`config.mk`:
```
export PLATFORM = sky130hd
export DESIGN_NAME = des_round_engine
export DESIGN_NICKNAME = d
export VERILOG_FILES = /design/src/rtl/des_pkg.sv /design/src/rtl/des_feistel_f.sv /design/src/rtl/des_round_engine.sv
export SDC_FILE = /design/constraint.sdc
export NUM_CORES = 1
export LEC_CHECK = 0
export ABC_CLOCK_PERIOD_IN_PS = 2400
export CAP_MARGIN = 10
export CORE_AREA = 8 8 346 348
export CTS_BUF_LIST = sky130_fd_sc_hd__clkbuf_2 sky130_fd_sc_hd__clkbuf_4 sky130_fd_sc_hd__clkbuf_8
export DETAILED_ROUTE_END_ITERATION = 8
export DIE_AREA = 0 0 354 356
export RECOVER_POWER = 50
export SETUP_SLACK_MARGIN = 0.5
export SLEW_MARGIN = 20
export SYNTH_ARGS = -nofsm -noshare
export SYNTH_HDL_FRONTEND = slang
export SYNTH_SLANG_ARGS = --single-unit
```
`constraint.sdc`:
```
create_clock -name clk -period 2.4 [get_ports clk]
set_input_delay 0.48 -clock clk [delete_from_list [all_inputs] [get_ports clk]]
set_output_delay 0.48 -clock clk [all_outputs]
set_load 0.01 [all_outputs]
```
`src/rtl/des_pkg.sv`:
```
// Shared DES tables, FSM state type and block/subkey typedefs for the round engine.
// Table entries use DES bit numbering (1 = MSB); the helpers map them onto vector indices.
package des_pkg;

  typedef logic [47:0] subkey_t;
  typedef logic [63:0] block_t;

  typedef enum logic [1:0] {
    ST_IDLE = 2'd0,
    ST_RUN  = 2'd1,
    ST_DONE = 2'd2
  } state_e;

  localparam logic [6:0] IP_TBL [64] = '{
    58, 50, 42, 34, 26, 18, 10, 2,  60, 52, 44, 36, 28, 20, 12, 4,
    62, 54, 46, 38, 30, 22, 14, 6,  64, 56, 48, 40, 32, 24, 16, 8,
    57, 49, 41, 33, 25, 17,  9, 1,  59, 51, 43, 35, 27, 19, 11, 3,
    61, 53, 45, 37, 29, 21, 13, 5,  63, 55, 47, 39, 31, 23, 15, 7
  };

  localparam logic [6:0] FP_TBL [64] = '{
    40, 8, 48, 16, 56, 24, 64, 32,  39, 7, 47, 15, 55, 23, 63, 31,
    38, 6, 46, 14, 54, 22, 62, 30,  37, 5, 45, 13, 53, 21, 61, 29,
    36, 4, 44, 12, 52, 20, 60, 28,  35, 3, 43, 11, 51, 19, 59, 27,
    34, 2, 42, 10, 50, 18, 58, 26,  33, 1, 41,  9, 49, 17, 57, 25
  };

  localparam logic [5:0] E_TBL [48] = '{
    32,  1,  2,  3,  4,  5,   4,  5,  6,  7,  8,  9,
     8,  9, 10, 11, 12, 13,  12, 13, 14, 15, 16, 17,
    16, 17, 18, 19, 20, 21,  20, 21, 22, 23, 24, 25,
    24, 25, 26, 27, 28, 29,  28, 29, 30, 31, 32,  1
  };

  localparam logic [5:0] P_TBL [32] = '{
    16,  7, 20, 21, 29, 12, 28, 17,   1, 15, 23, 26,  5, 18, 31, 10,
     2,  8, 24, 14, 32, 27,  3,  9,  19, 13, 30,  6, 22, 11,  4, 25
  };

  // Each S-box row-major: entry index = row*16 + column.
  localparam logic [3:0] SBOX [8][64] = '{
    '{14, 4,13, 1, 2,15,11, 8, 3,10, 6,12, 5, 9, 0, 7,
       0,15, 7, 4,14, 2,13, 1,10, 6,12,11, 9, 5, 3, 8,
       4, 1,14, 8,13, 6, 2,11,15,12, 9, 7, 3,10, 5, 0,
      15,12, 8, 2, 4, 9, 1, 7, 5,11, 3,14,10, 0, 6,13},
    '{15, 1, 8,14, 6,11, 3, 4, 9, 7, 2,13,12, 0, 5,10,
       3,13, 4, 7,15, 2, 8,14,12, 0, 1,10, 6, 9,11, 5,
       0,14, 7,11,10, 4,13, 1, 5, 8,12, 6, 9, 3, 2,15,
      13, 8,10, 1, 3,15, 4, 2,11, 6, 7,12, 0, 5,14, 9},
    '{10, 0, 9,14, 6, 3,15, 5, 1,13,12, 7,11, 4, 2, 8,
      13, 7, 0, 9, 3, 4, 6,10, 2, 8, 5,14,12,11,15, 1,
      13, 6, 4, 9, 8,15, 3, 0,11, 1, 2,12, 5,10,14, 7,
       1,10,13, 0, 6, 9, 8, 7, 4,15,14, 3,11, 5, 2,12},
    '{ 7,13,14, 3, 0, 6, 9,10, 1, 2, 8, 5,11,12, 4,15,
      13, 8,11, 5, 6,15, 0, 3, 4, 7, 2,12, 1,10,14, 9,
      10, 6, 9, 0,12,11, 7,13,15, 1, 3,14, 5, 2, 8, 4,
       3,15, 0, 6,10, 1,13, 8, 9, 4, 5,11,12, 7, 2,14},
    '{ 2,12, 4, 1, 7,10,11, 6, 8, 5, 3,15,13, 0,14, 9,
      14,11, 2,12, 4, 7,13, 1, 5, 0,15,10, 3, 9, 8, 6,
       4, 2, 1,11,10,13, 7, 8,15, 9,12, 5, 6, 3, 0,14,
      11, 8,12, 7, 1,14, 2,13, 6,15, 0, 9,10, 4, 5, 3},
    '{12, 1,10,15, 9, 2, 6, 8, 0,13, 3, 4,14, 7, 5,11,
      10,15, 4, 2, 7,12, 9, 5, 6, 1,13,14, 0,11, 3, 8,
       9,14,15, 5, 2, 8,12, 3, 7, 0, 4,10, 1,13,11, 6,
       4, 3, 2,12, 9, 5,15,10,11,14, 1, 7, 6, 0, 8,13},
    '{ 4,11, 2,14,15, 0, 8,13, 3,12, 9, 7, 5,10, 6, 1,
      13, 0,11, 7, 4, 9, 1,10,14, 3, 5,12, 2,15, 8, 6,
       1, 4,11,13,12, 3, 7,14,10,15, 6, 8, 0, 5, 9, 2,
       6,11,13, 8, 1, 4,10, 7, 9, 5, 0,15,14, 2, 3,12},
    '{13, 2, 8, 4, 6,15,11, 1,10, 9, 3,14, 5, 0,12, 7,
       1,15,13, 8,10, 3, 7, 4,12, 5, 6,11, 0,14, 9, 2,
       7,11, 4, 1, 9,12,14, 2, 0, 6,10,13,15, 3, 5, 8,
       2, 1,14, 7, 4,10, 8,13,15,12, 9, 0, 3, 5, 6,11}
  };

  function automatic block_t ip_perm(input block_t d);
    block_t o;
    o = '0;
    for (int i = 0; i < 64; i++) o[6'(63 - i)] = d[6'(7'd64 - IP_TBL[6'(i)])];
    return o;
  endfunction

  function automatic block_t fp_perm(input block_t d);
    block_t o;
    o = '0;
    for (int i = 0; i < 64; i++) o[6'(63 - i)] = d[6'(7'd64 - FP_TBL[6'(i)])];
    return o;
  endfunction

  function automatic logic [47:0] e_expand(input logic [31:0] r);
    logic [47:0] o;
    o = '0;
    for (int i = 0; i < 48; i++) o[6'(47 - i)] = r[5'(6'd32 - E_TBL[6'(i)])];
    return o;
  endfunction

  function automatic logic [31:0] p_perm(input logic [31:0] s);
    logic [31:0] o;
    o = '0;
    for (int i = 0; i < 32; i++) o[5'(31 - i)] = s[5'(6'd32 - P_TBL[5'(i)])];
    return o;
  endfunction

endpackage

```
`src/rtl/des_feistel_f.sv`:
```
// DES round function f(R, K): E-expansion, key mix, S1..S8 substitution, P permutation.
// Purely combinational so several instances can be chained within one clock.
module des_feistel_f
  import des_pkg::*;
(
  input  logic [31:0] r_i,
  input  logic [47:0] k_i,
  output logic [31:0] f_o
);

  logic [47:0] x;
  logic [31:0] s;

  assign x = e_expand(r_i) ^ k_i;

  for (genvar g = 0; g < 8; g++) begin : g_sbox
    logic [5:0] b;
    assign b = x[47 - 6*g -: 6];
    // Outer bits pick the row, inner four pick the column.
    assign s[31 - 4*g -: 4] = SBOX[g][{b[5], b[0], b[4:1]}];
  end

  assign f_o = p_perm(s);

endmodule

```
`src/rtl/des_round_engine.sv`:
```
// Iterative DES datapath: UNROLL Feistel rounds per clock, valid/ready on both sides.
// Define DES_DECRYPT_EN to add the mode input and reverse key order for decryption.
//
// state   | meaning
// IDLE    | in_ready high, waiting for a block
// RUN     | applying UNROLL rounds per cycle
// DONE    | out_valid high, holding block_out until out_ready
module des_round_engine
  import des_pkg::*;
#(
  parameter int UNROLL = 1
) (
  input  logic        clk,
  input  logic        rst,
  input  logic        in_valid,
  output logic        in_ready,
  input  logic [63:0] block_in,
  input  logic [47:0] subkey1,
  input  logic [47:0] subkey2,
  input  logic [47:0] subkey3,
  input  logic [47:0] subkey4,
  input  logic [47:0] subkey5,
  input  logic [47:0] subkey6,
  input  logic [47:0] subkey7,
  input  logic [47:0] subkey8,
  input  logic [47:0] subkey9,
  input  logic [47:0] subkey10,
  input  logic [47:0] subkey11,
  input  logic [47:0] subkey12,
  input  logic [47:0] subkey13,
  input  logic [47:0] subkey14,
  input  logic [47:0] subkey15,
  input  logic [47:0] subkey16,
`ifdef DES_DECRYPT_EN
  input  logic        mode,
`endif
  output logic        out_valid,
  input  logic        out_ready,
  output logic [63:0] block_out
);

  localparam logic [4:0] STEP = 5'(UNROLL);
  localparam logic [4:0] LAST = 5'd16 - STEP;

  state_e      state_q, state_d;
  logic [4:0]  cnt_q, cnt_d;
  logic [31:0] l_q, l_d;
  logic [31:0] r_q, r_d;
  block_t      out_q, out_d;
  block_t      ip_blk;
  subkey_t     sk [16];
  logic [31:0] l_chain [UNROLL+1];
  logic [31:0] r_chain [UNROLL+1];

`ifdef DES_DECRYPT_EN
  logic mode_q, mode_d;
`endif

  assign sk[0]  = subkey1;   assign sk[1]  = subkey2;   assign sk[2]  = subkey3;
  assign sk[3]  = subkey4;   assign sk[4]  = subkey5;   assign sk[5]  = subkey6;
  assign sk[6]  = subkey7;   assign sk[7]  = subkey8;   assign sk[8]  = subkey9;
  assign sk[9]  = subkey10;  assign sk[10] = subkey11;  assign sk[11] = subkey12;
  assign sk[12] = subkey13;  assign sk[13] = subkey14;  assign sk[14] = subkey15;
  assign sk[15] = subkey16;

  assign ip_blk     = ip_perm(block_in);
  assign l_chain[0] = l_q;
  assign r_chain[0] = r_q;

  // Subkeys are read live each RUN cycle; upstream keeps them stable for the whole block.
  for (genvar g = 0; g < UNROLL; g++) begin : g_round
    logic [3:0]  rnd;
    logic [3:0]  kidx;
    logic [31:0] f_out;

    assign rnd = cnt_q[3:0] + 4'(g);
`ifdef DES_DECRYPT_EN
    assign kidx = mode_q ? (4'd15 - rnd) : rnd;
`else
    assign kidx = rnd;
`endif

    des_feistel_f u_feistel (
      .r_i (r_chain[g]),
      .k_i (sk[kidx]),
      .f_o (f_out)
    );

    assign l_chain[g+1] = r_chain[g];
    assign r_chain[g+1] = l_chain[g] ^ f_out;
  end

  always_comb begin
    state_d = state_q;
    cnt_d   = cnt_q;
    l_d     = l_q;
    r_d     = r_q;
    out_d   = out_q;
    unique case (state_q)
      ST_IDLE: begin
        if (in_valid) begin
          l_d     = ip_blk[63:32];
          r_d     = ip_blk[31:0];
          cnt_d   = '0;
          state_d = ST_RUN;
        end
      end
      ST_RUN: begin
        l_d   = l_chain[UNROLL];
        r_d   = r_chain[UNROLL];
        cnt_d = cnt_q + STEP;
        if (cnt_q == LAST) begin
          // Final swap folded in: output is FP(R16 || L16).
          out_d   = fp_perm({r_chain[UNROLL], l_chain[UNROLL]});
          state_d = ST_DONE;
        end
      end
      ST_DONE: begin
        if (out_ready) state_d = ST_IDLE;
      end
      default: state_d = ST_IDLE;
    endcase
  end

  always_ff @(posedge clk or posedge rst) begin
    if (rst) begin
      state_q <= ST_IDLE;
      cnt_q   <= '0;
      l_q     <= '0;
      r_q     <= '0;
      out_q   <= '0;
    end else begin
      state_q <= state_d;
      cnt_q   <= cnt_d;
      l_q     <= l_d;
      r_q     <= r_d;
      out_q   <= out_d;
    end
  end

`ifdef DES_DECRYPT_EN
  always_comb begin
    mode_d = mode_q;
    if (state_q == ST_IDLE && in_valid) mode_d = mode;
  end

  always_ff @(posedge clk or posedge rst) begin
    if (rst) mode_q <= 1'b0;
    else     mode_q <= mode_d;
  end
`endif

  assign in_ready  = (state_q == ST_IDLE);
  assign out_valid = (state_q == ST_DONE);
  assign block_out = out_q;

endmodule

```
==> summary.md, run 1 <==
| Metric | Value |
|---|---|
| Status | `finished, final reports clean` |
| Reg2Reg Depth | `4` |
| Final hold violations | `0` |
| Leak Pwr | `0.442 nW` |
| Achievable Freq | `0.554 GHz` |
| Hold Crit Depth | `2` |
| Number of fillers in the final layout | `13700` |
| Site Rows | `124` |
| Drt total wl | `1.32 mm` |
| Die area | `0.126 mm²` |
| Commonest non-fill, non-tap cells in the layout | `64 x conb_1, 6 x dfrtp_1, 4 x inv_1, 4 x nand2_1` |
| Arr. time, crit path | `1.32 ns` |
| MaxCap Viol Count | `0` |
| GR Overflow Total | `0` |
| Core area | `0.114 mm²` |
| N_diodes | `0` |
| Post-CTS Setup Inserts | `0` |
| Layout cells sized above 1 | `7.41%` |
| Initial core utilization | `0.738%` |
| Cell Count, Final, Fillers Out | `1620` |
| Post-DP HPWL | `1.12 mm` |
| ANT nets after route | `0` |
| IO buf count | `5` |
| Synth-to-Final Area Change | `208%` |
| Clk_lat worst skew | `0.23 ns` |
| CP Data Required Time | `1.92 ns` |
| Via density | `0.280` |
| Largest fanout on the critical path | `7` |
| TritonCTS buffer count | `3` |
| Routed vias | `454` |
| GPL Wtd Cong | `0.513` |
| Final net count | `947` |
| 1st-iter DRT viols | `12` |
| # setup viols final | `0` |
| Final Critical Period | `1.80 ns` |
| Vias in the first global route | `533` |
| Clk root buf | `clkbuf_8` |
| Largest net degree at the start of global routing | `8` |
| CP endpoint kind | `output pin` |
| RSZ-0062 raised after global routing | `no` |
| Library cells used by synthesis | `19` |
| Yosys warns | `0` |
| Yosys reg bits | `7` |
| Hold Crit Class | `reg2reg` |
| Clock sink count | `7` |
| Dpl cells | `1616` |
| Drt wl/cell | `0.817 µm` |
| DRC errors left | `0` |
| Post-route setup TNS | `0 ns` |
| Clk slew on worst S/H paths | `0.04 ns` |
| Total track usage | `0.186%` |
| Chip Height | `356 µm` |
| Synth Instances | `100` |
| H-tree depth | `1` |
| First-pass GRT wire length | `2.04 mm` |
| Setup CP Type | `reg2out` |
| CP startpoint kind | `flop` |
| TritonCTS clock tree | `done` |
| Most common cell after layout, fill and taps aside | `conb_1` |
| Pwr/cell area | `258 mW/mm²` |
| Synthesized cell area | `841 µm²` |
| Num ports | `902` |
| Initial antenna violation count | `0` |
| Sequential share of the synthesized area | `20.8%` |
| Syn avg cell area | `8.41 µm²` |
| Largest area contributor in the netlist | `buf_4` |
| Max-slew violations | `0` |
| Fin crit share | `75.2%` |
| Peak supply drop | `202 µV` |
| DR pass1 iterations | `4` |
| Share of the synthesized area in the top cell type | `57.1%` |
| Die W | `354 µm` |
| Ranking of synthesized cells by area | `buf_4 57%, dfrtp_1 21%, ha_1 3.0%, o311ai_2 1.9%, inv_1 1.8%` |
| Clock buffer depth | `2` |
| Setup Skew | `0.00499 ns` |
-- registers in the layout (all words and copies together), names as in the netlist --
name and count:
cnt_q 5, state_q 2
-- kinds of logic (layout without fill, tap and decap cells) --
logic type	count (synthesis)	count (layout)	synth area share, %
and+or+nand+nor	13	13	7.59
DFF	7	7	20.8
AOI/OAI and AO/OA	7	7	6.70
buffers and inverters	68	13	58.9
other	1	64	0.446
adders and majority gates	2	2	2.98
muxes	2	2	2.53
-- final timing paths --
check                            from          to  slack (ns)
hold reg to reg              cnt_q[4]    cnt_q[4]        0.48
hold / removal               cnt_q[4]    cnt_q[4]        0.48
setup reg to reg             cnt_q[0]    cnt_q[4]        1.09
min in group asynchronous         rst  state_q[1]        0.62
max in group asynchronous         rst  state_q[0]        1.55
setup / recovery           state_q[0]    in_ready        0.60
-- per-stage QoR --
step	utilization (%)	total power, mW	setup WS (ns)	instance area [µm²]	hold slack, ns
final	2.27	0.667	0.596	2590	0.484
after detailed placement	2.23	0.483	0.729	2540	0.481
after global routing	2.27	0.728	0.510	2590	0.512
after global placement	2.23	0.483	0.748	2540	0.477
after CTS	2.27	0.674	0.503	2590	0.489
after floorplan	-	0.501	1.17	1080	0.283
-- critical path: stages, from the launching register on --
cell and delay, ns:
dfrtp_2 0.45, nor2_1 0.10, clkdlybuf4s50_1 0.54
-- where the power goes --
group	leakage [nW]	switching, mW	total, mW	internal (mW)
logic	0.332	0.142	0.251	0.109
clock network	0.0262	0.0538	0.180	0.126
registers	0.0837	0.0605	0.236	0.175
total	0.442	0.256	0.667	0.411
-- layout make-up --
cell class                 count  area [µm²]  share of cell area (%)
sequential                     7         176                    6.82
clock buffer                   4        48.8                    1.89
inverter                       4        15.0                   0.580
timing repair buffer           5        52.6                    2.03
tap                         1512        1890                    73.1
multi-input combinational     88         403                    15.6
-- repair_timing --
item                                    in CTS  in global routing
gates resized for setup                      1                  1
hold buffers                                 0                  0
endpoints found under the setup margin       1                  1
hold endpoints to repair                     0                  0
-- cells in the mapped netlist (all sizes together) --
| master | count |
|---|---|
| nor2b | 1 |
| inv | 4 |
| conb | 1 |
| buf | 64 |
| o21ai | 4 |
| o311ai | 1 |
| nor2 | 3 |
| nand2b | 2 |
| o21bai | 1 |
| ha | 2 |
| mux2i | 1 |
| mux2 | 1 |
| a22o | 1 |
| and3 | 1 |
| dfrtp | 7 |
| nand2 | 4 |
| nand3 | 2 |
-- routing by layer --
| metal | part of all wire, % | vias to the layer above | GRT usage, % | wire length (µm) |
|---|---|---|---|---|
| met4 | 0.60 | 0 | 0.0565 | 8 |
| met5 | 0 | - | 0 | 0 |
| met1 | 46 | 181 | 0.232 | 611 |
| met3 | 26 | 2 | 0.179 | 341 |
| met2 | 27 | 69 | 0.213 | 363 |
| li1 | - | 202 | - | - |
(Power assumes the default switching activity.)
==> inputs of run 2 (changes only) <==
--- a/config.mk
+++ b/config.mk
@@ -5,7 +5,7 @@
 export SDC_FILE = /design/constraint.sdc
 export NUM_CORES = 1
 export LEC_CHECK = 0
-export ABC_CLOCK_PERIOD_IN_PS = 2400
+export ABC_CLOCK_PERIOD_IN_PS = 1830
 export CAP_MARGIN = 10
 export CORE_AREA = 8 8 346 348
 export CTS_BUF_LIST = sky130_fd_sc_hd__clkbuf_2 sky130_fd_sc_hd__clkbuf_4 sky130_fd_sc_hd__clkbuf_8
==> constraint.sdc (replaced) <==
create_clock -name clk -period 1.83 [get_ports clk]
set_input_delay 0.366 -clock clk [delete_from_list [all_inputs] [get_ports clk]]
set_output_delay 0.366 -clock clk [all_outputs]
set_load 0.01 [all_outputs]
==> summary.md, run 2 (synthesis results as in run 1) <==
| Metric | Value |
|---|---|
| N_diodes | `0 (unchanged)` |
| Core area | `0.114 mm² (unchanged)` |
| GR Overflow Total | `0 (unchanged)` |
| GPL Wtd Cong | `0.513 (unchanged)` |
| CP startpoint kind | `flop` |
| Cell Count, Final, Fillers Out | `1623 (+0.19%)` |
| Max-slew violations | `0 (unchanged)` |
| Post-route setup TNS | `0 ns (unchanged)` |
| TritonCTS clock tree | `done` |
| Drt total wl | `1.35 mm (+1.7%)` |
| Largest net degree at the start of global routing | `8 (unchanged)` |
| Dpl cells | `1616 (unchanged)` |
| Final hold violations | `0 (unchanged)` |
| DR pass1 iterations | `4 (unchanged)` |
| DRC errors left | `0 (unchanged)` |
| Clk_lat worst skew | `0.23 ns (about the same)` |
| ANT nets after route | `0 (unchanged)` |
| Most flop-heavy register | `cnt_q` |
| Leak Pwr | `0.441 nW (-0.37%)` |
| MaxCap Viol Count | `0 (unchanged)` |
| RSZ-0062 raised after global routing | `no` |
| Layout cells sized above 1 | `13.5% (+6.1 points)` |
| Top flop regs | `cnt_q: 5 flops, state_q: 2 flops` |
| Clock buffer depth | `2 (unchanged)` |
| Clk root buf | `clkbuf_8` |
| TritonCTS buffer count | `3 (unchanged)` |
| Fin crit share | `69.1%` |
| Initial core utilization | `0.738% (unchanged)` |
| Largest fanout on the critical path | `3 (-4)` |
| Site Rows | `124 (unchanged)` |
| IO buf count | `5 (unchanged)` |
| Final net count | `950 (+0.32%)` |
| Post-DP HPWL | `1.12 mm (unchanged)` |
| Total track usage | `0.189% (+0.0032 points)` |
| Num ports | `902 (unchanged)` |
| Die W | `354 µm (unchanged)` |
| Most common cell after layout, fill and taps aside | `conb_1` |
| H-tree depth | `1 (unchanged)` |
| Die area | `0.126 mm² (unchanged)` |
| Synth-to-Final Area Change | `210%` |
| Placed cell area | `0.00254 mm² (unchanged)` |
| Commonest non-fill, non-tap cells in the layout | `64 x conb_1, 6 x dfrtp_1, 4 x inv_1, 4 x nand2_1` |
| Hold Crit Class | `reg2reg` |
| Final Critical Period | `1.27 ns` |
| Core Util, Final | `2.29% (+0.013 points)` |
| Setup Skew | `0.00330 ns (-0.00169 ns)` |
| Arr. time, crit path | `0.90 ns (-0.42 ns)` |
| Clock sink count | `7 (unchanged)` |
| Chip Height | `356 µm (unchanged)` |
| CP endpoint kind | `output pin` |
| Initial antenna violation count | `0 (unchanged)` |
| # setup viols final | `0 (unchanged)` |
| 1st-iter DRT viols | `7 (-5)` |
| CP Data Required Time | `1.46 ns (-0.46 ns)` |
| Vias in the first global route | `547 (+2.6%)` |
| Pwr/cell area | `350 mW/mm² (+36%)` |
| Setup CP Type | `reg2out` |
| Achievable Freq | `0.790 GHz` |
| Peak supply drop | `270 µV (+33%)` |
| Largest register FFs | `5 (unchanged)` |
| Drt wl/cell | `0.830 µm (+1.5%)` |
| Status | `finished, final reports clean` |
| First-pass GRT wire length | `2.08 mm (+2.0%)` |
| Clk slew on worst S/H paths | `0.04 ns (about the same)` |
| CTS Hold Bufs | `0 (unchanged)` |
| Via density | `0.291 (+3.8%)` |
| Final Cell Area | `0.00260 mm² (+0.58%)` |
| Routed vias | `472 (+4.0%)` |
==> run 2: where the power goes <==
group,total (mW),internal [mW],switching (mW)
Combinational,0.380,0.167,0.213
Clock,0.235,0.166,0.0697
Sequential,0.295,0.230,0.0647
==> run 2: path summary, 6_finish.rpt <==
| kind | slack (ns) | cells past startpoint | end | startpoint |
|---|---|---|---|---|
| min | 0.49 | 2 | cnt_q[4] | cnt_q[4] |
| max reg2reg | 0.58 | 4 | cnt_q[4] | cnt_q[0] |
| max | 0.56 | 2 | out_valid | state_q[1] |
| min reg2reg | 0.49 | 2 | cnt_q[4] | cnt_q[4] |
| min in group asynchronous | 0.51 | 2 | state_q[1] | rst |
| max in group asynchronous | 1.09 | 2 | state_q[0] | rst |
==> run 2: layout make-up <==
type	count	area [µm²]
fillers	13700	111000
clock buffers	4	48.8
multi-input cells	88	408
flip-flops and latches	7	176
repair buffers	8	62.6
inverters	4	15.0
well taps	1512	1890
==> run 2: metal layers <==
layer / share of wire (%) / wire length (µm) / vias up / track usage, %
met3: 26 / 355 / 2 / 0.184
met1: 44 / 586 / 191 / 0.229
met2: 29 / 397 / 71 / 0.224
met4: 0.59 / 8 / 0 / 0.0565
met5: 0 / 0 / - / 0
li1: - / - / 208 / -
==> run 2: repair_timing <==
item | 4_1_cts | 5_1_grt
endpoints found under the setup margin | 2 | 4
resized for setup | 9 | 3
buffers inserted | 2 | 1
hold endpoints to repair | 0 | 0
cloned | 0 | 0
==> run 2: critical path, cell delays in order (launching register included) <==
cell and delay [ns]:
dfrtp_1 0.38, nor2b_2 0.16, buf_2 0.13
==> run 2: per-stage QoR <==
step           setup WS [ns]  power [mW]  hold slack [ns]
2_1_floorplan          0.597       0.657            0.169
3_3_place_gp           0.292       0.633            0.477
3_5_place_dp           0.273       0.634            0.481
4_1_cts                0.502       0.903            0.384
5_1_grt                0.514       0.991            0.516
6_report               0.565       0.910            0.492
==> inputs of run 3 (changes only) <==
--- a/config.mk
+++ b/config.mk
@@ -5,7 +5,7 @@
 export SDC_FILE = /design/constraint.sdc
 export NUM_CORES = 1
 export LEC_CHECK = 0
-export ABC_CLOCK_PERIOD_IN_PS = 1830
+export ABC_CLOCK_PERIOD_IN_PS = 1250
 export CAP_MARGIN = 10
 export CORE_AREA = 8 8 346 348
 export CTS_BUF_LIST = sky130_fd_sc_hd__clkbuf_2 sky130_fd_sc_hd__clkbuf_4 sky130_fd_sc_hd__clkbuf_8
==> constraint.sdc (replaced) <==
create_clock -name clk -period 1.25 [get_ports clk]
set_input_delay 0.25 -clock clk [delete_from_list [all_inputs] [get_ports clk]]
set_output_delay 0.25 -clock clk [all_outputs]
set_load 0.01 [all_outputs]
==> summary.md, run 3 (synthesis results as in run 1) <==
| Metric | Value |
|---|---|
| Worst-path cell chain | `ha_2, and3_4, ha_4, inv_2, mux2i_1, nor2_1` |
| Most common cell after layout, fill and taps aside | `conb_1` |
| Pwr/cell area | `590 mW/mm² (+69%)` |
| Cell Count, Final, Fillers Out | `1628 (+0.31%)` |
| Top flop regs | `cnt_q: 5 flops, state_q: 2 flops` |
| GR Overflow Total | `0 (unchanged)` |
| N_diodes | `0 (unchanged)` |
| CP endpoint kind | `flop` |
| Reg2Reg Capture Point | `state_q[0]` |
| MaxCap Viol Count | `0 (unchanged)` |
| RSZ-0062 raised after global routing | `yes` |
| R2R Path Start | `cnt_q[1]` |
| DR pass1 iterations | `3 (-1)` |
| Hold Crit Class | `in2async` |
| Fin crit share | `92.4%` |
| Drt wl/cell | `0.898 µm (+8.2%)` |
| Post-route setup TNS | `0 ns (unchanged)` |
| # setup viols final | `0 (unchanged)` |
| Initial antenna violation count | `0 (unchanged)` |
| Clk root buf | `clkbuf_8` |
| WP depth | `6 (+4)` |
| Routed vias | `490 (+3.8%)` |
| CP startpoint kind | `flop` |
| Crit path buf inv count | `1 (unchanged)` |
| Clock sink count | `7 (unchanged)` |
| Setup Skew | `0.00361 ns (+0.000308 ns)` |
| IO buf count | `5 (unchanged)` |
| Synth-to-Final Area Change | `223%` |
| CP Data Required Time | `1.37 ns (-0.09 ns)` |
| Site Rows | `124 (unchanged)` |
| Max incr delay on CP | `0.36 ns (-0.02 ns)` |
| Final Total Pwr | `1.60 mW (+76%)` |
| Most flop-heavy register | `cnt_q` |
| Vias in the first global route | `587 (+7.3%)` |
| Max-slew violations | `0 (unchanged)` |
| Crit path capture | `state_q[0]` |
| Clk slew on worst S/H paths | `0.04 ns (about the same)` |
| Post-DP HPWL | `1.16 mm (+4.1%)` |
| TritonCTS buffer count | `3 (unchanged)` |
| Leak Pwr | `0.483 nW (+9.6%)` |
| Via density | `0.301 (+3.5%)` |
| Final hold violations | `0 (unchanged)` |
| Reg2Reg Depth | `6 (+2)` |
| Drt total wl | `1.46 mm (+8.5%)` |
| Die W | `354 µm (unchanged)` |
| First-pass GRT wire length | `2.19 mm (+5.3%)` |
| Core area | `0.114 mm² (unchanged)` |
| Register area | `176 µm² (unchanged)` |
| Arr. time, crit path | `1.27 ns (+0.37 ns)` |
| TritonCTS clock tree | `done` |
| Multi-input gate area | `463 µm² (+13%)` |
| Final Critical Period | `1.16 ns` |
| DRC errors left | `0 (unchanged)` |
| Slowest cell on crit path | `dfrtp_1` |
| Initial core utilization | `0.738% (unchanged)` |
| Num ports | `902 (unchanged)` |
| Final net count | `955 (+0.53%)` |
| Largest fanout on the critical path | `2 (-1)` |
| Number of fillers in the final layout | `13700 (-0.17%)` |
| H-tree depth | `1 (unchanged)` |
| Peak supply drop | `475 µV (+76%)` |
| GPL Wtd Cong | `0.511 (-0.51%)` |
| Die area | `0.126 mm² (unchanged)` |
| Total track usage | `0.208% (+0.019 points)` |
| 1st-iter DRT viols | `5 (-2)` |
| Status | `finished, final reports clean` |
| Commonest non-fill, non-tap cells in the layout | `64 x conb_1, 6 x dfrtp_1, 5 x buf_4` |
| ANT nets after route | `0 (unchanged)` |
| Worst setup startpoint | `cnt_q[1]` |
| Largest net degree at the start of global routing | `8 (unchanged)` |
| Clock buffer depth | `2 (unchanged)` |
| Chip Height | `356 µm (unchanged)` |
| Setup CP Type | `reg2reg` |
| Reg2Reg Setup Slack | `0.09 ns (-0.49 ns)` |
| Dpl cells | `1618 (+0.12%)` |
| CP delay by family, top | `flip-flops` |
| Core Util, Final | `2.38% (+0.097 points)` |
| Clk_lat worst skew | `0.23 ns (about the same)` |
| Largest register FFs | `5 (unchanged)` |
| Achievable Freq | `0.866 GHz` |
| Layout cells sized above 1 | `24.1% (+11 points)` |
run 3: how the worst min path moves through the flow:
stage          startpoint  slack (ns)  cells past startpoint  endpoint
2_1_floorplan         rst        0.05                      1  cnt_q[0]
3_3_place_gp     cnt_q[4]        0.49                      2  cnt_q[4]
3_5_place_dp     cnt_q[4]        0.48                      2  cnt_q[4]
4_1_cts               rst        0.27                      2  cnt_q[2]
5_1_grt               rst        0.42                      2  cnt_q[2]
6_report              rst        0.40                      2  cnt_q[2]
run 3: worst register-to-register path: stages (launching register included):
cell     delay, ns
dfrtp_1       0.36
ha_2          0.19
and3_4        0.18
ha_4          0.12
inv_2         0.03
mux2i_1       0.12
nor2_1        0.05
run 3: report_power, final:
part | leakage, nW | internal, mW | switching [mW] | total (mW)
Sequential | 0.0837 | 0.337 | 0.0952 | 0.432
Combinational | 0.373 | 0.421 | 0.405 | 0.826
Clock | 0.0262 | 0.242 | 0.100 | 0.343
Total | 0.483 | 1.00 | 0.601 | 1.60
run 3: metrics by stage:
step | hold WS, ns | worst slack, ns | instance area [µm²]
2_1_floorplan | 0.0533 | 0.115 | 1100
3_3_place_gp | 0.489 | -0.0812 | 2570
3_5_place_dp | 0.476 | -0.120 | 2570
4_1_cts | 0.270 | 0.0801 | 2670
5_1_grt | 0.422 | 0.00449 | 2710
6_report | 0.402 | 0.0949 | 2710
run 3: timing repair:
item,CTS,global route
pin swaps,3,3
setup buffers,4,2
hold buffers,0,0
gates resized for setup,17,6
setup endpoints to repair,9,9
run 3: cell type report:
type	instances	share of cell area (%)
Tap cell	1512	69.7
Multi-Input combinational cell	88	17.1
Sequential cell	7	6.50
Timing Repair Buffer	13	4.34
Clock buffer	4	1.80
Inverter	4	0.554
run 3: routing by layer:
metal | part of all wire, % | GRT usage, % | vias up
met5 | 0 | 0 | -
met4 | 1.4 | 0.121 | 0
met3 | 22 | 0.168 | 2
met2 | 32 | 0.267 | 68
met1 | 45 | 0.235 | 204
li1 | - | - | 216
==> variant 1: new RTL, config.mk and constraints of run 1 <==
Build with the macro `DES_DECRYPT_EN` defined.
--- a/src/rtl/des_round_engine.sv
+++ b/src/rtl/des_round_engine.sv
@@ -6,4 +6,6 @@
 // RUN     | applying UNROLL rounds per cycle
 // DONE    | out_valid high, holding block_out until out_ready
+`define DES_DECRYPT_EN
+
 module des_round_engine
   import des_pkg::*;
Interface: changed (added mode); port bits go from 902 to 903. No check against the original RTL was run, so the function may have changed too.
==> variant 1 against run 1 <==
Cell area grew 0.58%; synthesized cell count is the same; total power shrank 0.50%; setup slack gained 0.32 ns; worst hold slack gained 0.0059 ns; synthesized area shrank 0.45%; die area is the same; sequential cell count is the same; global-route usage is essentially flat; routed wire length grew 4.2%; utilization is essentially flat; largest cell class unchanged.
==> variant 1: results (changes against run 1) <==
Worst Skew -> 0.00331 ns (-0.00168 ns)
Post-Route WL -> 1380 um (+4.2%)
Worst-Skew Late Latency -> 0.23 ns (about the same)
CP max FO -> 8 (+1)
Top_reg_cell synth -> dfrtp_1
Hold path cells -> 2 (unchanged)
DP HPWL -> 1180 um (+5.3%)
DR pass1 iterations -> 4 (unchanged)
Worst VDD drop -> 0.000120 V (-41%)
Biggest registers after layout -> cnt_q (5), state_q (2)
Gpl congestion -> 0.517 (+0.70%)
Port Buffer Count -> 5 (unchanged)
Maximum clock insertion buffer count -> 2 (unchanged)
First-pass GRT wire length -> 2060 um (+1.4%)
HP Class -> reg -> reg
Hold path startpoint -> cnt_q[4]
Reg2Reg Setup Slack -> 1.08 ns
Synth top area cells -> buf_4 (57%), dfrtp_1 (21%), a22o_1 (3.1%)
Post-synth top cells -> buf_4 (64), dfrtp_1 (7), inv_1 (4)
Synth cell types -> 19 (unchanged)
Clock Root Buffer -> clkbuf_8
Initial antenna violation count -> 0 (unchanged)
Seq/Total Area, Yosys -> 0.209 (+0.000934)
Ys Warns -> 0 (unchanged)
# diodes -> 0 (unchanged)
Post-synth ARST share -> 1.00 (unchanged)
Worst Hold End -> cnt_q[4]
Layout cells sized above 1 -> 0.0826 (+0.00849)
DRT iter0 DRCs -> 11 (-1)
Num CTS Buffers -> 3 (unchanged)
Reg2Reg Depth -> 4 (unchanged)
Vias in the first global route -> 547 (+2.6%)
Worst R2R Start -> cnt_q[0]
CTS clk-pin slew, worst paths -> 0.04 ns (about the same)
H-Tree Depth -> 1 (unchanged)
Hold WS -> 0.490 ns (+0.00593 ns)
RR Endpoint -> cnt_q[4]
CP arrival -> 1.01 ns (-0.31 ns)
Layout fillers -> 13700 (-0.029%)
Total GRT Usage -> 0.00194 (+0.0000858)
Static Leak -> 0.469 nW (+6.1%)
Highest clock rate -> 672 MHz (+21%)
Status -> completed
DR vias -> 482 (+6.2%)
Final net count -> 949 (+0.21%)
Largest net degree at the start of global routing -> 9 (+1)
[variant 1: cell types whose count changed after synthesis, sizes merged]
cell	delta
and2b	+1
o21ai	-2
a22o	+2
nand2b	-1
buf	+1
nand2	-1
[variant 1: logic make-up (layout without fill, tap and decap cells)]
kind of cell	Yosys count	after routing	share of synthesized area
fa+ha+maj	2	2	0.0299
flops	7	7	0.209
other cells	1	64	0.00448
simple gates	12	12	0.0703
buf+inv	69	15	0.598
mux	2	2	0.0254
compound gates	7	7	0.0628
[variant 1: per-layer routing]
| metal | wire (um) | up-vias | GRT usage |
|---|---|---|---|
| met4 | 47 | 0 | 0.00170 |
| met3 | 267 | 4 | 0.000970 |
| met2 | 425 | 71 | 0.00267 |
| met1 | 638 | 203 | 0.00219 |
| met5 | 0 | - | 0 |
| li1 | - | 204 | - |
[variant 1: metrics by stage]
step / util / instances / setup WS, ns / power (mW) / area (um^2)
2_1_floorplan: - / 163 / 1.14 / 0.495 / 1070
3_3_place_gp: 0.0222 / 1615 / 0.732 / 0.467 / 2530
3_5_place_dp: 0.0222 / 1615 / 0.706 / 0.478 / 2530
4_1_cts: 0.0228 / 1621 / 0.523 / 0.672 / 2600
5_1_grt: 0.0229 / 1621 / 0.860 / 0.720 / 2600
6_report: 0.0229 / 1621 / 0.912 / 0.664 / 2600
[variant 1: how the worst max path moves through the flow]
stage / from / to / slack (ns) / cells after the start
6_report: state_q[0] / out_valid / 0.91 / 2
5_1_grt: state_q[0] / out_valid / 0.86 / 2
4_1_cts: state_q[0] / out_valid / 0.52 / 2
3_5_place_dp: state_q[0] / out_valid / 0.71 / 2
3_3_place_gp: state_q[0] / out_valid / 0.73 / 2
2_1_floorplan: cnt_q[0] / state_q[1] / 1.14 / 4
[variant 1: layout make-up]
class,instances,share of cell area
multi-input cells,87,0.154
flip-flops and latches,7,0.0678
repair buffers,7,0.0269
clock buffers,4,0.0187
well taps,1512,0.727
inverters,4,0.00577
[variant 1: critical path, stage by stage, from the launching register on]
cell and delay [ns]:
dfrtp_2 0.45, nor2b_2 0.15, dlymetal6s2s_1 0.18
[variant 1: what timing repair did]
action	CTS	global route
gates resized for setup	2	2
setup buffers	2	0
hold buffers	0	0
setup endpoints to repair	1	2
[variant 1: report_power, final]
| group | switching [mW] | internal, mW | total [mW] |
|---|---|---|---|
| clock | 0.0514 | 0.126 | 0.178 |
| sequential | 0.0574 | 0.176 | 0.234 |
| combinational | 0.136 | 0.116 | 0.252 |
| total | 0.245 | 0.419 | 0.664 |
==> variant 2: new RTL, settings of run 1 <==
Without the edit above. Encoding of `state_e`: now one-hot (3 bits for 3 states).
--- a/src/rtl/des_pkg.sv
+++ b/src/rtl/des_pkg.sv
@@ -6,8 +6,8 @@
   typedef logic [63:0] block_t;
 
-  typedef enum logic [1:0] {
-    ST_IDLE = 2'd0,
-    ST_RUN  = 2'd1,
-    ST_DONE = 2'd2
+  typedef enum logic [2:0] {
+    ST_IDLE = 3'b001,
+    ST_RUN  = 3'b010,
+    ST_DONE = 3'b100
   } state_e;
 
Formal check against the unedited RTL: same outputs for any inputs over 4 cycles, from zero or initial values and one cycle with rst high; so few cycles prove little.
==> variant 2 against run 1 <==
Sequential cell count is 1 higher; synthesized area rose by 17%; synthesized cell count up 12%; routed wire length increased by 66%; setup slack improved by 0.057 ns; non-clock buffer count is 3 higher; total power grew 0.61%; cell area is 5.2% higher.
==> variant 2: results (changes against run 1) <==
Status -> completed
Initial antenna violation count -> 2 (+2)
Post-synth ARST share -> 1.00 (unchanged)
Top_reg_cell synth -> dfrtp_1
Worst VDD drop -> 0.000144 V (-29%)
First-pass GRT wire length -> 3170 um (+56%)
Worst Hold End -> cnt_q[4]
CP max FO -> 11 (+4)
DP HPWL -> 1890 um (+69%)
Seq/Total Area, Yosys -> 0.205 (-0.00298)
DR pass1 iterations -> 2 (-2)
Reg2Reg Setup Slack -> 0.77 ns (-0.32 ns)
Total GRT Usage -> 0.00321 (+0.00135)
Clock Root Buffer -> clkbuf_8
Synth cell types -> 24 (+5)
Drt via density -> 0.355 (+27%)
H-Tree Depth -> 1 (unchanged)
Num CTS Buffers -> 3 (unchanged)
Layout fillers -> 13700 (-0.044%)
Vias in the first global route -> 673 (+26%)
RR Endpoint -> cnt_q[0]
Wirelength per Cell -> 1.34 um (+64%)
Final net count -> 959 (+1.3%)
HP Class -> reg -> reg
CTS clk-pin slew, worst paths -> 0.04 ns (about the same)
Gpl congestion -> 0.545 (+6.1%)
Layout cells sized above 1 -> 0.133 (+0.0593)
Worst R2R Start -> state_q[0]
Static Leak -> 0.487 nW (+10%)
Synth top area cells -> buf_4 (50%), dfrtp_1 (18%), a21oi_1 (3.6%)
Biggest registers after layout -> cnt_q (5), state_q (3)
Port Buffer Count -> 5 (unchanged)
Maximum clock insertion buffer count -> 2 (unchanged)
Largest net degree at the start of global routing -> 12 (+4)
Ys Warns -> 0 (unchanged)
Reg2Reg Depth -> 5 (+1)
Hold path startpoint -> cnt_q[4]
Post-synth top cells -> buf_4 (65), a21oi_1 (7), dfrtp_1 (7)
Hold path cells -> 1 (-1)
DRT iter0 DRCs -> 15 (+3)
Worst Skew -> 0.00394 ns (-0.00105 ns)
Worst-Skew Late Latency -> 0.23 ns (about the same)
## variant 2: how the worst max path moves through the flow
stage	from	to	cells past startpoint
2_1_floorplan	state_q[0]	in_ready	2
3_3_place_gp	state_q[0]	in_ready	2
3_5_place_dp	state_q[0]	in_ready	2
4_1_cts	state_q[2]	in_ready	3
5_1_grt	state_q[2]	in_ready	3
6_report	state_q[2]	in_ready	3
## variant 2: cell type report
cell class / count / area [um^2] / area share
sequential: 8 / 203 / 0.0744
timing repair buffer: 8 / 66.3 / 0.0244
multi-input combinational: 96 / 495 / 0.182
clock buffer: 4 / 48.8 / 0.0179
inverter: 4 / 15.0 / 0.00551
tap: 1512 / 1890 / 0.695
antenna: 1 / 2.50 / 0.000919
## variant 2: layer usage
layer / vias to the layer above / part of all wire / GRT usage
li1: 252 / - / -
met1: 255 / 0.49 / 0.00311
met2: 70 / 0.24 / 0.00282
met3: 2 / 0.27 / 0.00567
met4: 0 / 0.011 / 0.00105
met5: - / 0 / 0
## variant 2: critical path, cell delays in order, from the launching register on
cell	delay, ns
dfrtp_1	0.38
buf_4	0.18
nor3b_1	0.19
dlygate4sd2_1	0.29
## variant 2: report_power, final
| part | switching, mW | total, mW | internal, mW |
|---|---|---|---|
| logic | 0.147 | 0.270 | 0.123 |
| clock network | 0.0521 | 0.178 | 0.126 |
| registers | 0.0455 | 0.223 | 0.177 |
## variant 2: through the flow
step                hold WS [ns]  setup WS [ns]  area (um^2)  instances  utilization
detailed placement         0.500          0.521         2660       1626       0.0233
finish                     0.508          0.653         2720       1633       0.0239
global route               0.525          0.552         2720       1632       0.0239
floorplan                  0.295          0.947         1220        175            -
global placement           0.500          0.524         2660       1626       0.0233
CTS                        0.511          0.649         2720       1632       0.0239
## variant 2: kinds of logic (layout without fill, tap and decap cells)
group | Yosys count | count (layout) | share of synthesized area
AO/OA/AOI/OAI | 16 | 16 | 0.108
AND/OR/NAND/NOR | 13 | 13 | 0.111
multiplexers | 1 | 1 | 0.0102
adder cells (fa/ha/maj) | 2 | 2 | 0.0255
other | 1 | 65 | 0.00382
flip-flops | 8 | 8 | 0.205
buffers and inverters | 71 | 16 | 0.536
## variant 2: what timing repair did
item                                   CTS  global route
hold buffers                             0             0
endpoints found under the hold margin    0             0
setup endpoints to repair                2             0
buffers inserted                         2             0
gates resized for setup                  4             0
